## config.mk

```make
export PLATFORM = sky130hd
export DESIGN_NAME = sobel_frame_sequencer
export DESIGN_NICKNAME = d
export VERILOG_FILES = /design/src/rtl/sobel_frame_sequencer.sv
export SDC_FILE = /design/constraint.sdc
export NUM_CORES = 1
export LEC_CHECK = 0
export ABC_AREA = 0
export BUFFER_PORTS_ARGS = -buffer_cell sky130_fd_sc_hd__buf_2
export CAP_MARGIN = 20
export CORE_ASPECT_RATIO = 1.5
export CORE_MARGIN = 2
export CORE_UTILIZATION = 62
export DETAILED_ROUTE_END_ITERATION = 7
export PLACE_DENSITY = 0.95
export SETUP_SLACK_MARGIN = 0.2
export SYNTH_ARGS = -nofsm -noshare
export SYNTH_HDL_FRONTEND = slang
export SYNTH_SLANG_ARGS = --single-unit
```

## constraint.sdc

```tcl
create_clock -name clk -period 7.7 [get_ports clk]
set_clock_uncertainty 0.05 [all_clocks]
set_input_delay 0.385 -clock clk [delete_from_list [all_inputs] [get_ports clk]]
set_output_delay 0.385 -clock clk [all_outputs]
set_load 0.01 [all_outputs]
```

## src/rtl/sobel_frame_sequencer.sv

```systemverilog
// Frame-level sequencer for sobel_filter: raster issue, window-fill discard, credit-gated result FIFO.
// Optional feature macro SOBEL_SEQ_PERF_EN adds perf_stall_cnt (RUN cycles with in_valid held off).
module sobel_frame_sequencer #(
    parameter int IMG_W     = 64,
    parameter int IMG_H     = 48,
    parameter int FILT_LAT  = 3,
    parameter int RES_DEPTH = 4
) (
    input  logic        clk,
    input  logic        reset,
    input  logic        start,
    output logic        busy,
    output logic        done,
    input  logic [7:0]  in_data,
    input  logic        in_valid,
    output logic        in_ready,
    output logic [7:0]  filt_p_data,
    output logic        filt_valid,
    input  logic [7:0]  filt_magnitude,
    output logic [7:0]  out_data,
    output logic        out_valid,
    input  logic        out_ready,
    output logic        out_last
`ifdef SOBEL_SEQ_PERF_EN
    ,
    output logic [31:0] perf_stall_cnt
`endif
);

    localparam int COL_W = (IMG_W > 1) ? $clog2(IMG_W) : 1;
    localparam int ROW_W = (IMG_H > 1) ? $clog2(IMG_H) : 1;
    localparam int PTR_W = $clog2(RES_DEPTH);
    localparam int CNT_W = PTR_W + 1;

    localparam logic [COL_W-1:0] COL_LAST = COL_W'(IMG_W - 1);
    localparam logic [COL_W-1:0] COL_ONE  = COL_W'(1);
    localparam logic [COL_W-1:0] COL_TWO  = COL_W'(2);
    localparam logic [ROW_W-1:0] ROW_LAST = ROW_W'(IMG_H - 1);
    localparam logic [ROW_W-1:0] ROW_ONE  = ROW_W'(1);
    localparam logic [CNT_W-1:0] CNT_ONE  = CNT_W'(1);
    localparam logic [CNT_W:0]   DEPTH_C  = (CNT_W + 1)'(RES_DEPTH);
    localparam logic [PTR_W-1:0] PTR_ONE  = PTR_W'(1);

    typedef enum logic [1:0] {
        ST_IDLE  = 2'd0,
        ST_RUN   = 2'd1,
        ST_DRAIN = 2'd2,
        ST_DONE  = 2'd3
    } state_t;

    state_t state_r;
    state_t state_nxt_s;

    logic [COL_W-1:0]    col_r;
    logic [ROW_W-1:0]    row_r;
    logic [FILT_LAT-1:0] tag_v_r;
    logic [FILT_LAT-1:0] tag_keep_r;
    logic [FILT_LAT-1:0] tag_last_r;
    logic [CNT_W-1:0]    kept_r;
    logic [CNT_W-1:0]    fifo_count_r;
    logic [PTR_W-1:0]    wr_ptr_r;
    logic [PTR_W-1:0]    rd_ptr_r;
    logic [7:0]          mem_data_r [RES_DEPTH];
    logic [RES_DEPTH-1:0] mem_last_r;

    logic             accept_s;
    logic             keep_s;
    logic             final_pix_s;
    logic             exit_keep_s;
    logic             exit_last_s;
    logic             push_s;
    logic             pop_s;
    logic             start_ok_s;
    logic             pipe_fill_nxt_s;
    logic [CNT_W:0]   credit_sum_s;
    logic [CNT_W-1:0] fifo_count_nxt_s;
    logic [CNT_W-1:0] kept_nxt_s;

    // Issue gating, tag exit decode, FIFO handshakes and next-count arithmetic.
    always_comb begin
        credit_sum_s     = {1'b0, fifo_count_r} + {1'b0, kept_r};
        in_ready         = 1'b0;
        if ((state_r == ST_RUN) && (credit_sum_s < DEPTH_C)) begin
            in_ready = 1'b1;
        end else begin
            in_ready = 1'b0;
        end
        accept_s         = in_valid & in_ready;
        filt_valid       = accept_s;
        filt_p_data      = in_data;
        start_ok_s       = (state_r == ST_IDLE) & start;
        keep_s           = (col_r >= COL_TWO);
        final_pix_s      = (row_r == ROW_LAST) && (col_r == COL_LAST);
        exit_keep_s      = tag_v_r[FILT_LAT-1] & tag_keep_r[FILT_LAT-1];
        exit_last_s      = exit_keep_s & tag_last_r[FILT_LAT-1];
        push_s           = exit_keep_s;
        out_valid        = (fifo_count_r != {CNT_W{1'b0}});
        out_data         = mem_data_r[rd_ptr_r];
        out_last         = out_valid & mem_last_r[rd_ptr_r];
        pop_s            = out_valid & out_ready;
        busy             = (state_r == ST_RUN) || (state_r == ST_DRAIN);
        done             = (state_r == ST_DONE);

        // Pipe occupancy after this edge: whatever shifts in plus the stages that stay inside.
        pipe_fill_nxt_s  = accept_s;
        for (int i = 0; i < FILT_LAT - 1; i++) begin
            pipe_fill_nxt_s = pipe_fill_nxt_s | tag_v_r[i];
        end

        case ({push_s, pop_s})
            2'b10:   fifo_count_nxt_s = fifo_count_r + CNT_ONE;
            2'b01:   fifo_count_nxt_s = fifo_count_r - CNT_ONE;
            default: fifo_count_nxt_s = fifo_count_r;
        endcase

        case ({accept_s & keep_s, exit_keep_s})
            2'b10:   kept_nxt_s = kept_r + CNT_ONE;
            2'b01:   kept_nxt_s = kept_r - CNT_ONE;
            default: kept_nxt_s = kept_r;
        endcase
    end

    // Frame FSM next state; DRAIN ends on the cycle the final entry is popped.
    always_comb begin
        state_nxt_s = state_r;
        case (state_r)
            ST_IDLE: begin
                if (start) state_nxt_s = ST_RUN;
                else       state_nxt_s = ST_IDLE;
            end
            ST_RUN: begin
                if (accept_s && final_pix_s) state_nxt_s = ST_DRAIN;
                else                         state_nxt_s = ST_RUN;
            end
            ST_DRAIN: begin
                if (!pipe_fill_nxt_s && (fifo_count_nxt_s == {CNT_W{1'b0}})) state_nxt_s = ST_DONE;
                else                                                          state_nxt_s = ST_DRAIN;
            end
            ST_DONE:  state_nxt_s = ST_IDLE;
            default:  state_nxt_s = ST_IDLE;
        endcase
    end

    // FSM state register.
    always_ff @(posedge clk) begin
        if (reset) begin
            state_r <= ST_IDLE;
        end else begin
            state_r <= state_nxt_s;
        end
    end

    // Raster position of the next pixel to be accepted.
    always_ff @(posedge clk) begin
        if (reset || start_ok_s) begin
            col_r <= {COL_W{1'b0}};
            row_r <= {ROW_W{1'b0}};
        end else if (accept_s) begin
            if (col_r == COL_LAST) begin
                col_r <= {COL_W{1'b0}};
                if (row_r == ROW_LAST) row_r <= {ROW_W{1'b0}};
                else                   row_r <= row_r + ROW_ONE;
            end else begin
                col_r <= col_r + COL_ONE;
                row_r <= row_r;
            end
        end else begin
            col_r <= col_r;
            row_r <= row_r;
        end
    end

    // Tag pipe mirrors the filter latency so magnitudes are matched without the filter's own valid.
    always_ff @(posedge clk) begin
        if (reset) begin
            tag_v_r    <= {FILT_LAT{1'b0}};
            tag_keep_r <= {FILT_LAT{1'b0}};
            tag_last_r <= {FILT_LAT{1'b0}};
            kept_r     <= {CNT_W{1'b0}};
        end else begin
            tag_v_r[0]    <= accept_s;
            tag_keep_r[0] <= keep_s;
            tag_last_r[0] <= keep_s & final_pix_s;
            for (int i = 1; i < FILT_LAT; i++) begin
                tag_v_r[i]    <= tag_v_r[i-1];
                tag_keep_r[i] <= tag_keep_r[i-1];
                tag_last_r[i] <= tag_last_r[i-1];
            end
            kept_r <= kept_nxt_s;
        end
    end

    // First-word-fall-through result FIFO; credits guarantee a push always has room.
    always_ff @(posedge clk) begin
        if (reset) begin
            wr_ptr_r     <= {PTR_W{1'b0}};
            rd_ptr_r     <= {PTR_W{1'b0}};
            fifo_count_r <= {CNT_W{1'b0}};
            mem_last_r   <= {RES_DEPTH{1'b0}};
            for (int i = 0; i < RES_DEPTH; i++) begin
                mem_data_r[i] <= 8'd0;
            end
        end else begin
            if (push_s) begin
                mem_data_r[wr_ptr_r] <= filt_magnitude;
                mem_last_r[wr_ptr_r] <= exit_last_s;
                wr_ptr_r             <= wr_ptr_r + PTR_ONE;
            end else begin
                wr_ptr_r <= wr_ptr_r;
            end
            if (pop_s) rd_ptr_r <= rd_ptr_r + PTR_ONE;
            else       rd_ptr_r <= rd_ptr_r;
            fifo_count_r <= fifo_count_nxt_s;
        end
    end

`ifdef SOBEL_SEQ_PERF_EN
    logic [31:0] perf_cnt_r;

    // Saturating count of RUN cycles where a pixel waited on credits.
    always_ff @(posedge clk) begin
        if (reset || start_ok_s) begin
            perf_cnt_r <= 32'd0;
        end else if ((state_r == ST_RUN) && in_valid && !in_ready && (perf_cnt_r != 32'hFFFF_FFFF)) begin
            perf_cnt_r <= perf_cnt_r + 32'd1;
        end else begin
            perf_cnt_r <= perf_cnt_r;
        end
    end

    assign perf_stall_cnt = perf_cnt_r;
`endif

endmodule

```

Word level (Yosys, flattened, before mapping)
Memory sizes are Yosys's and may differ from the RTL's. A register that Yosys moved wholly into a read port is not among the register bits.
Cells that the tools add are included.
Widths: inputs -> output; s select.

word-level totals
  flip-flop bits (word level) = 37
  bits in writable memories = 32
  input bits = 21
  output and inout bits = 22
  memories = 1

memory list
  memory      depth  bits a word  rd ports  clocked after Yosys merged registers in  write ports  line  source
  mem_data_r  4      8            1         1                                        4            63    logic [7:0] mem_data_r [RES_DEPTH];

operators by class
  add/subtract/negate cells = 9
  magnitude comparators = 5
  equal/unequal tests = 9
  multiplexer cells = 24
  bitwise operators = 10
  reduce and logical (&&, ||, !) cells = 14

operator list
  kind                 number
  $add 6x1->6 const B  2
  $eq 6x6->1 const B   2
  $mux 6               2
  $pmux 3 s2           2
  $mux 1               11
  $and 1x1->1          8
  $eq 2x2->1 const B   4
  $mux 2               4
  $mux 8               1
  $pmux 2 s4           1
  $reduce_or 8->1      1
  $add 3x1->3 const B  2
  $eq 2x1->1 const B   3
  $ge 6x2->1 const B   1
  $lt 2x3->1 const B   2
  $sub 3x1->3 const B  2
  $logic_and 1x1->1    5
  $add 2x1->2 const B  2
  $add 3x3->4          1
  $bwmux 4             1
  $lt 4x3->1 const B   1
  $logic_not 3->1      1
  $reduce_bool 3->1    1
  $bmux 1 s2           1
  8 further kinds      10

Depth between registers and ports, before layout
Gate-level depths: netlist (run 1).

  word-level depth = 11
  gate-level depth with buffers = 12
  mapped depth without buffers = 12

Least setup slack after synthesis (run 1)
No wires, ideal clock.

  path kind = flip-flop to flip-flop
  start point = register col_r[0]
  end point = register kept_r[2]
  setup time = 71 ps
  data arrival time = 2472 ps
  required time = 7579 ps
  slack = 5108 ps
  cell stages (with the launch flop) = 12
  buffers on the path = 0
  path through = dfxtp_1 > inv_1 > ha_1 > or4_1 > nor3_1 > nand2b_1 > ha_1 > inv_1 > fa_1 > xor2_1 > or3_1 > a21oi_1

on the way
  cells in the longest elaborated chain, start to end = 4
  elaborated cells on any way between the ends = 6

RTL lines
  what                                                    line  source
  start, declared                                         54    logic [COL_W-1:0] col_r;
  start signal, assigned                                  156   col_r <= {COL_W{1'b0}};
  start signal, assigned                                  160   col_r <= {COL_W{1'b0}};
  start signal, assigned                                  164   col_r <= col_r + COL_ONE;
  $ge 6x2->1 (*)                                          92    keep_s = (col_r >= COL_TWO);
  $and 1x1->1 (*)                                         116   case ({accept_s & keep_s, exit_keep_s})
  $eq 2x1->1 / $eq 2x2->1 (equally long branches)         116
  $pmux 3 s2 / $reduce_bool 2->1 (equally long branches)  -
  end signal, assigned                                    179   kept_r <= {CNT_W{1'b0}};
  end signal, assigned                                    189   kept_r <= kept_nxt_s;
  end, declared                                           59    logic [CNT_W-1:0] kept_r;

Every way passes the cells marked *; elsewhere a longest branch is shown, timed or not.
A chain may end at the register's enable or synchronous reset.

Final worst setup path (run 1)
Ends and elaborated chain as after synthesis.

==> results of run 1 <==
-- worst register-to-register path: stages, from the launching register on --
cell      delay, ns
dfxtp_1        0.41
inv_1          0.06
ha_1           0.19
or4_1          0.39
nor3_1         0.25
nand2b_1       0.15
ha_1           0.17
inv_1          0.06
fa_1           0.37
xor2_1         0.16
or3_1          0.31
a21oi_1        0.14
-- power groups by stage --
stage | Combinational [mW] | Sequential (mW) | Clock [mW]
floorplan | 0.0851 | 0.423 | 0
global placement | 0.0977 | 0.433 | 0
detailed placement | 0.102 | 0.435 | 0
CTS | 0.103 | 0.426 | 0.295
global route | 0.111 | 0.429 | 0.313
finish | 0.102 | 0.425 | 0.291
-- layout make-up --
class,instances,area share (%)
Tap cell,68,2.32
Sequential cell,71,47.5
Inverter,16,1.64
Clock buffer,9,3.38
Clock inverter,7,2.01
Multi-Input combinational cell,189,39.0
Timing Repair Buffer,29,4.16
-- through the flow --
step / std cells / utilization [%]
6_report: 389 / 71.0
2_1_floorplan: 292 / -
3_5_place_dp: 373 / 67.2
5_1_grt: 389 / 71.0
3_3_place_gp: 373 / 67.2
4_1_cts: 389 / 71.0
-- state kept, by name, summed over array words and instances, names as in the netlist, named ones only --
name,flops
col_r,6
fifo_count_r,3
kept_r,3
mem_data_r,32
mem_last_r,4
rd_ptr_r,2
row_r,6
state_r,2
tag_keep_r,3
tag_last_r,3
tag_v_r,3
wr_ptr_r,2
-- final timing paths --
check                                                       to  depth (start not counted)
worst min register to register        tag_keep_r[2]$_SDFF_PP0_                          1
worst max-delay path                    kept_r[2]$_SDFFE_PP0P_                         11
worst max register to register          kept_r[2]$_SDFFE_PP0P_                         11
worst min-delay path            mem_data_r[0][6]$_SDFFCE_PN0P_                          2
-- cells in the final DEF, fill, tap and decap left out, types with 3 or more instances in the layout --
cell type	n
clkinv_4	3
nor4_1	4
inv_1	16
nor2_1	21
clkbuf_8	9
dfxtp_1	39
and2_1	33
edfxtp_1	32
nand4_1	4
nand2_1	15
buf_4	3
nor2b_1	9
o21ai_0	3
mux4_2	9
or4_1	4
buf_2	26
nand3_1	8
nor3_1	3
xor2_1	10
ha_1	16
a21oi_1	12
and3_1	4
or3_1	4
or2_2	3
xnor2_1	3
-- metal layers --
layer	GRT usage [%]	vias to the layer above	part of all wire [%]
li1	-	1068	-
met1	22.0	1023	36
met2	42.4	56	57
met3	4.56	18	3.6
met4	12.1	0	3.5
met5	0	-	0
-- logic make-up (layout without fill, tap and decap cells) --
family                     Yosys count  count (layout)  synth area share (%)
AOI/OAI and AO/OA                   28              28                  5.38
xor gates and xnor gates            13              13                  3.42
adders and majority gates           18              18                  7.23
buffers and inverters               32              61                  4.55
DFF                                 71              71                  52.4
muxes                               11              11                  6.74
and+or+nand+nor                    119             119                  20.3
==> impl_metrics.py, run 1 <==
metrics = {
    "synth": {
        "synthTopCellsByArea": "edfxtp_1 (29%), dfxtp_1 (23%), and2_1 (6.2%), mux4_2 (6.1%), ha_1 (6.0%)",
        "ys_seq_area_share_pct": 52.4,
        "synth_cell_type_count": 46,
        "ys_ff_latch": 71,
        "synth.cells.most_frequent": "dfxtp_1 (39), and2_1 (33), edfxtp_1 (32)",
        "syn_area_um2": 3320,
        "avgSynthCellArea_um2": 11.4,
        "synth_ff_type": "dfxtp_1",
        "synth_edf_count": 32,
        "synth_top_area_share_pct": 28.9,
        "synth_nets": 331,
        "async_flop_share_pct": 0,
        "synth_top_cell_by_area": "edfxtp_1",
        "syn_inst": 292,
        "ys_warn_count": 0,
        "synth.most_common_cell": "dfxtp_1",
    },
    "final_layout": {
        "nNetsFinal": 355,
        "final_layout_size_suffix_gt1_share_pct": 19.6,
        "regArea_um2": 1740,
        "nFillCells": 362,
        "area_growth_pct": 10.4,
        "multi_input_area_um2": 1430,
        "insertedDiodeCount": 0,
        "fin_area_um2": 3670,
    },
    "clock_network": {
        "cts_resized": 0,
        "cts_buffers": 9,
        "tritoncts": "done",
        "cts_setup_buffers": 0,
        "htree_num_levels": 3,
        "cts.path.max_buffers": 2,
        "clkTransAtPathRegs_ns": 0.08,
        "cts_num_sinks": 71,
        "clock_latency_ns": 0.34,
        "cts_hold_buf": 0,
        "clock-root-buffer": "clkbuf_8",
    },
    "outcome": {
        "run_status": "finished, final reports clean",
    },
    "worst_setup_path": {
        "critPathKind": "register to register",
        "critPathBufInv": 2,
        "critPathTopFamily": "simple AND/OR/NAND/NOR gates",
        "critPathLaunchType": "register",
        "crit_start": "col_r[0]$_SDFFE_PP0P_",
        "critical_path_arrival_ns": 2.99,
        "slowest_delay_ns": 0.41,
        "crit_path_top_delay_cell": "dfxtp_1",
        "path_cells": "inv_1 > ha_1 > or4_1 > nor3_1 > nand2b_1 > ha_1 > inv_1 > fa_1 > xor2_1 > or3_1 > a21oi_1",
        "setup.worst_path.end_class": "register",
        "cp.required_ns": 7.92,
        "cp_max_fo": 5,
        "r2r_slack_ns": 4.93,
        "timing.rr.start": "col_r[0]$_SDFFE_PP0P_",
    },
    "die": {
        "ios": 43,
        "die_area_um2": 5980,
        "dieWidth_um": 63.8,
        "rows": 32,
        "core_area_um2": 5160,
        "initial_core_util_pct": 64.4,
        "die_h_um": 93.7,
    },
    "detailed_routing": {
        "drt-pass1-iter-count": 4,
        "drtAntennaViolNets": 0,
        "remaining_drc_errors": 0,
        "routed_wl_um": 5930,
        "wl_per_cell_um": 15.2,
        "dr_total_vias": 2165,
        "drt_iter0_drc": 106,
        "via_per_inst": 5.57,
    },
    "pwr": {
        "seq_power_share_pct": 51.9,
        "intPower_mw": 0.610,
        "combPwrFrac_pct": 12.5,
        "switching_share_pct": 25.5,
        "p_leak_nw": 1.43,
        "power_density_nw_per_um2": 223,
        "peakVddDrop_mv": 0.197,
        "power_mw": 0.819,
        "clkPwrFrac_pct": 35.6,
        "power_switching_mw": 0.209,
    },
    "flow_run": {
        "maxCapViolCount": 0,
    },
    "placement": {
        "pre_cts_ws_ns": 4.96,
        "port_buffers": 26,
        "hpwl_um": 4390,
        "place_area_um2": 3470,
        "place_congestion": 0.798,
    },
    "global_route": {
        "grt_pass1_vias": 2171,
        "grt.overflow.total": 0,
        "antenna_found_initial": 0,
        "grt_pass1_wl_um": 9900,
        "grt_max_degree": 38,
        "track_usage_pct": 22.3,
    },
    "min_path": {
        "hp-class": "input pin to register",
        "hp-start": "filt_magnitude[6]",
    },
    "timing": {
        "rsz0062_at_grt": "no",
        "period_share_pct": 36.0,
        "finalSetupViolCount": 0,
        "slew_headroom_pct": 58.0,
        "max_freq_ghz": 0.361,
        "holdWs_ns": 0.303,
        "fin_crit_ns": 2.77,
        "worst_pin_slew_ns": 0.630,
        "hold_viol_final": 0,
        "worst_slack_ns": 4.93,
        "slew_viol_final": 0,
        "fin_tns_setup_ns": 0,
    },
}
Power figures use the tool's default switching activity.
==> inputs of run 2 (changes only) <==
Settings changed: CORE_UTILIZATION 62 to 52, PLACE_DENSITY 0.95 to 0.88.
Clock period 7.7 ns to 2.22 ns, I/O delays scaled along.
==> run 2 against run 1 <==
  * The run now ends with negative setup slack left
  * Clock power rose to 3.9 times the previous value
  * Sequential power rose to 3.5 times the previous value
  * Core utilization fell by 1.5 points
  * Critical path type unchanged
==> impl_metrics.py, run 2 (same netlist as run 1, synthesis figures left out) <==
metrics = {
    "die": {
        "initial_core_util_pct": 53.8,
        "core_area_um2": 6170,
        "dieWidth_um": 69.3,
        "die_h_um": 102,
        "die_area_um2": 7060,
        "ios": 43,
        "rows": 35,
    },
    "min_path": {
        "hp-class": "input pin to register",
    },
    "flow_run": {
        "maxCapViolCount": 0,
    },
    "outcome": {
        "run_status": "finished, violations left",
        "violations": "negative setup slack",
    },
    "final_layout": {
        "fin_area_um2": 4290,
        "most-common-layout-cells": "buf_4 (35), and2_1 (33), dfxtp_1 (33), edfxtp_1 (32), buf_2 (25)",
        "insertedDiodeCount": 0,
        "largest-register": "mem_data_r",
        "largest_reg_flops": 32,
        "nFillCells": 419,
        "layout_commonest_cell": "buf_4",
        "reg.largest.list": "mem_data_r: 32 flops, col_r: 6 flops, row_r: 6 flops",
        "final_cells": 444,
        "final_layout_size_suffix_gt1_share_pct": 39.5,
        "area_growth_pct": 29.1,
        "fin_util_pct": 69.5,
        "nNetsFinal": 404,
    },
    "detailed_routing": {
        "dr_total_vias": 2455,
        "drt_iter0_drc": 129,
        "drtAntennaViolNets": 0,
        "remaining_drc_errors": 0,
        "via_per_inst": 5.53,
        "wl_per_cell_um": 17.1,
        "routed_wl_um": 7600,
        "drt-pass1-iter-count": 4,
    },
    "global_route": {
        "grt.overflow.total": 0,
        "antenna_found_initial": 0,
        "track_usage_pct": 21.5,
        "grt_pass1_vias": 2606,
        "grt_max_degree": 34,
        "grt_pass1_wl_um": 11700,
    },
    "worst_setup_path": {
        "crit_cells": 11,
        "critPathTopFamily": "simple AND/OR/NAND/NOR gates",
        "critPathKind": "register to register",
        "cp.required_ns": 2.45,
        "critPathLaunchType": "register",
        "critPathBufInv": 2,
        "cp_max_fo": 2,
        "setup.worst_path.end_class": "register",
        "crit_start": "col_r[0]$_SDFFE_PP0P_",
        "timing.rr.start": "col_r[0]$_SDFFE_PP0P_",
        "critical_path_arrival_ns": 2.75,
        "path_cells": "inv_2 > ha_4 > or4_4 > nor3_4 > nand2b_4 > ha_4 > inv_2 > fa_2 > xor2_1 > or3_1 > a21oi_1",
        "slowest_delay_ns": 0.43,
        "r2r_slack_ns": -0.30,
        "reg2reg_depth": 11,
        "crit_path_top_delay_cell": "or4_4",
        "endpoint": "kept_r[2]$_SDFFE_PP0P_",
        "worstReg2RegEnd": "kept_r[2]$_SDFFE_PP0P_",
    },
    "timing": {
        "worst_pin_slew_ns": 0.567,
        "worst_slack_ns": -0.302,
        "slew_headroom_pct": 62.2,
        "fin_crit_ns": 2.52,
        "finalSetupViolCount": 5,
        "holdWs_ns": 0.0306,
        "slew_viol_final": 0,
        "hold_viol_final": 0,
        "rsz0062_at_grt": "yes",
        "max_freq_ghz": 0.397,
        "period_share_pct": 114,
    },
    "clock_network": {
        "clkTransAtPathRegs_ns": 0.07,
        "cts.path.max_buffers": 2,
        "clock-root-buffer": "clkbuf_8",
        "cts_buffers": 9,
        "htree_num_levels": 3,
        "cts_num_sinks": 71,
        "clock_latency_ns": 0.34,
        "tritoncts": "done",
    },
    "placement": {
        "hpwl_um": 4650,
        "dp.cells": 398,
        "place_congestion": 0.802,
        "port_buffers": 26,
        "place_area_um2": 3660,
    },
    "pwr": {
        "power_density_nw_per_um2": 738,
        "p_leak_nw": 1.73,
        "peakVddDrop_mv": 0.469,
    },
}
==> run 2: cell count changes in the layout (fill, tap and decap cells not counted), sizes merged <==
cell,previous run,this run
clkinvlp,1,2
clkinv,5,2
clkbuf,9,10
bufinv,1,2
buf,29,78
==> run 2: final cells by class <==
type                    count  area, µm²  area share, %
clock buffers              10        138           3.21
flip-flops and latches     71       1750           40.8
repair buffers             78        591           13.8
clock inverters             6       83.8           1.95
inverters                  16       60.1           1.40
multi-input cells         189       1570           36.7
well taps                  74       92.6           2.16
==> run 2: per-stage QoR <==
step,setup TNS [ns],total power [mW],worst slack [ns]
6_report,-1.00,3.17,-0.302
5_1_grt,-1.33,3.29,-0.374
4_1_cts,-0.467,3.10,-0.209
3_5_place_dp,-0.303,1.89,-0.270
3_3_place_gp,-0.199,1.87,-0.199
2_1_floorplan,-0.320,1.77,-0.261
==> run 2: power by group <==
group	total (mW)	leakage (nW)	switching, mW	internal [mW]
combinational	0.556	0.976	0.231	0.326
sequential	1.48	0.648	0.0665	1.41
clock	1.13	0.106	0.474	0.657
==> run 2: what timing repair did <==
item,CTS,global route
pin swaps,11,12
gates cloned,0,0
hold buffers,0,0
setup endpoints to repair,8,10
setup buffers,20,10
resized for setup,29,21
==> run 2: metal layers <==
metal | global-route usage [%] | wire (µm) | share of wire, % | up-vias
met4 | 11.5 | 355 | 4.7 | 0
met3 | 6.21 | 318 | 4.2 | 29
met5 | 0 | 0 | 0 | -
li1 | - | - | - | 1157
met2 | 43.6 | 4530 | 60 | 81
met1 | 18.5 | 2400 | 32 | 1188
==> run 2: how the worst min path moves through the flow <==
stage          slack, ns                              to         startpoint  cells past startpoint
6_report            0.03  mem_data_r[1][1]$_SDFFCE_PN0P_  filt_magnitude[1]                      2
5_1_grt             0.03  mem_data_r[2][3]$_SDFFCE_PN0P_  filt_magnitude[3]                      2
4_1_cts             0.03      mem_data_r[3][6]$_DFFE_PP_  filt_magnitude[6]                      2
3_5_place_dp        0.17                  filt_p_data[0]         in_data[0]                      0
3_3_place_gp        0.17                  filt_p_data[0]         in_data[0]                      0
2_1_floorplan       0.22           state_r[0]$_SDFF_PP0_              start                      2
==> inputs of run 3 (changes only) <==
Settings changed: HOLD_SLACK_MARGIN from default to 0.08.
==> run 3 against run 2 <==
  * The flow still finishes with violations (negative setup slack)
  * Non-clock buffer count grew 9
  * Design area grew 2.1%
  * Via count grew 1.6%
  * Sequential share of layout area shrank 0.84 points
  * Clock-buffer cell count is the same
  * Setup slack is essentially flat
  * Combinational power grew 2%
  * Routed wire length is essentially flat
  * Total power grew 0.44%
  * Maximum frequency is essentially flat
  * Sequential power is essentially flat
  * Critical path type unchanged
==> impl_metrics.py, run 3 (same netlist as run 1, synthesis figures left out) <==
metrics = {
    "worst_setup_path": {
        "crit_start": "col_r[0]$_SDFFE_PP0P_",
        "timing.rr.start": "col_r[0]$_SDFFE_PP0P_",
        "critPathKind": "register to register",
        "worstReg2RegEnd": "kept_r[2]$_SDFFE_PP0P_",
        "critPathLaunchType": "register",
        "r2r_slack_ns": -0.30,
        "setup.worst_path.end_class": "register",
        "cp_max_fo": 2,
        "cp.required_ns": 2.45,
        "critical_path_arrival_ns": 2.75,
        "reg2reg_depth": 11,
        "endpoint": "kept_r[2]$_SDFFE_PP0P_",
    },
    "detailed_routing": {
        "drtAntennaViolNets": 0,
        "wl_per_cell_um": 16.8,
        "drt_iter0_drc": 130,
        "routed_wl_um": 7600,
        "via_per_inst": 5.51,
        "drt-pass1-iter-count": 4,
        "dr_total_vias": 2495,
        "remaining_drc_errors": 0,
    },
    "final_layout": {
        "nNetsFinal": 413,
        "layout_commonest_cell": "buf_4",
        "multi_input_area_um2": 1570,
        "largest-register": "mem_data_r",
        "nFillCells": 408,
        "largest_reg_flops": 32,
        "final_layout_size_suffix_gt1_share_pct": 38.5,
        "fin_util_pct": 70.9,
        "regArea_um2": 1750,
        "reg.largest.list": "mem_data_r: 32 flops, col_r: 6 flops, row_r: 6 flops",
        "insertedDiodeCount": 0,
        "most-common-layout-cells": "buf_4 (35), and2_1 (33), dfxtp_1 (33), edfxtp_1 (32), buf_2 (25)",
        "fin_area_um2": 4380,
        "area_growth_pct": 31.8,
    },
    "clock_network": {
        "htree_num_levels": 3,
        "cts.path.max_buffers": 2,
        "tritoncts": "done",
        "clkTransAtPathRegs_ns": 0.07,
        "clock_latency_ns": 0.34,
        "cts_num_sinks": 71,
        "cts_buffers": 9,
        "clock-root-buffer": "clkbuf_8",
    },
    "global_route": {
        "grt_pass1_wl_um": 11700,
        "grt.overflow.total": 0,
        "grt_pass1_vias": 2631,
        "grt_max_degree": 34,
        "antenna_found_initial": 0,
        "track_usage_pct": 21.6,
    },
    "timing": {
        "holdWs_ns": 0.109,
        "fin_tns_setup_ns": -0.991,
        "period_share_pct": 114,
        "finalSetupViolCount": 5,
        "slew_viol_final": 0,
        "hold_viol_final": 0,
        "max_freq_ghz": 0.396,
        "worst_pin_slew_ns": 0.564,
        "rsz0062_at_grt": "yes",
        "fin_crit_ns": 2.52,
        "worst_slack_ns": -0.302,
        "slew_headroom_pct": 62.3,
    },
    "placement": {
        "place_area_um2": 3660,
        "place_congestion": 0.802,
        "hpwl_um": 4650,
        "pre_cts_ws_ns": -0.270,
        "port_buffers": 26,
    },
    "flow_run": {
        "maxCapViolCount": 0,
    },
    "min_path": {
        "hp-class": "input pin to register",
    },
    "pwr": {
        "p_leak_nw": 1.77,
        "peakVddDrop_mv": 0.469,
        "power_density_nw_per_um2": 726,
    },
    "outcome": {
        "violations": "negative setup slack",
        "run_status": "finished, violations left",
    },
    "die": {
        "die_area_um2": 7060,
        "initial_core_util_pct": 53.8,
        "core_area_um2": 6170,
        "dieWidth_um": 69.3,
        "rows": 35,
        "ios": 43,
        "die_h_um": 102,
    },
}
## run 3: cell count changes in the layout (fill, tap and decap cells not counted)
cell and delta:
dlygate4sd3_1 +9
## run 3: power breakdown
part	total, mW	switching [mW]	internal, mW
Sequential	1.48	0.0664	1.41
Clock	1.13	0.475	0.657
Combinational	0.569	0.233	0.336
## run 3: worst min path at each step
stage | start | to | depth (start not counted)
floorplan | start | state_r[0]$_SDFF_PP0_ | 2
global placement | in_data[0] | filt_p_data[0] | 0
detailed placement | in_data[0] | filt_p_data[0] | 0
CTS | in_valid | col_r[3]$_SDFFE_PP0P_ | 4
global route | in_valid | col_r[2]$_SDFFE_PP0P_ | 4
finish | in_valid | col_r[2]$_SDFFE_PP0P_ | 4
## run 3: layer usage
layer  wire, µm  up-vias  global-route usage [%]
met5          0        -                       0
met4        366        0                    11.5
met3        290       32                    6.02
met2       4570       81                    43.6
met1       2380     1204                    18.9
li1           -     1178                       -
## run 3: timing repair
item / 4_1_cts / 5_1_grt
setup buffers: 20 / 10
setup endpoints to repair: 8 / 10
resized for setup: 29 / 21
hold buffers: 9 / 0
endpoints found under the hold margin: 33 / 0
pin swaps: 11 / 12
## run 3: layout make-up
type	instances	area share, %
repair buffers	87	15.5
multi-input cells	189	35.9
inverters	16	1.37
flip-flops and latches	71	40.0
well taps	74	2.11
clock inverters	6	1.91
clock buffers	10	3.14
## run 3: critical path, cell delays in order, from the launching register on
cell and delay [ns]:
dfxtp_2 0.33, inv_2 0.04, ha_4 0.14, or4_4 0.43, nor3_4 0.16, nand2b_4 0.16, ha_4 0.13, inv_2 0.04
fa_2 0.34, xor2_1 0.16, or3_1 0.31, a21oi_1 0.14
## run 3: metrics by stage
stage	instances	power, mW
2_1_floorplan	292	1.77
6_report	453	3.18
5_1_grt	453	3.30
3_3_place_gp	398	1.87
3_5_place_dp	398	1.89
4_1_cts	443	3.11
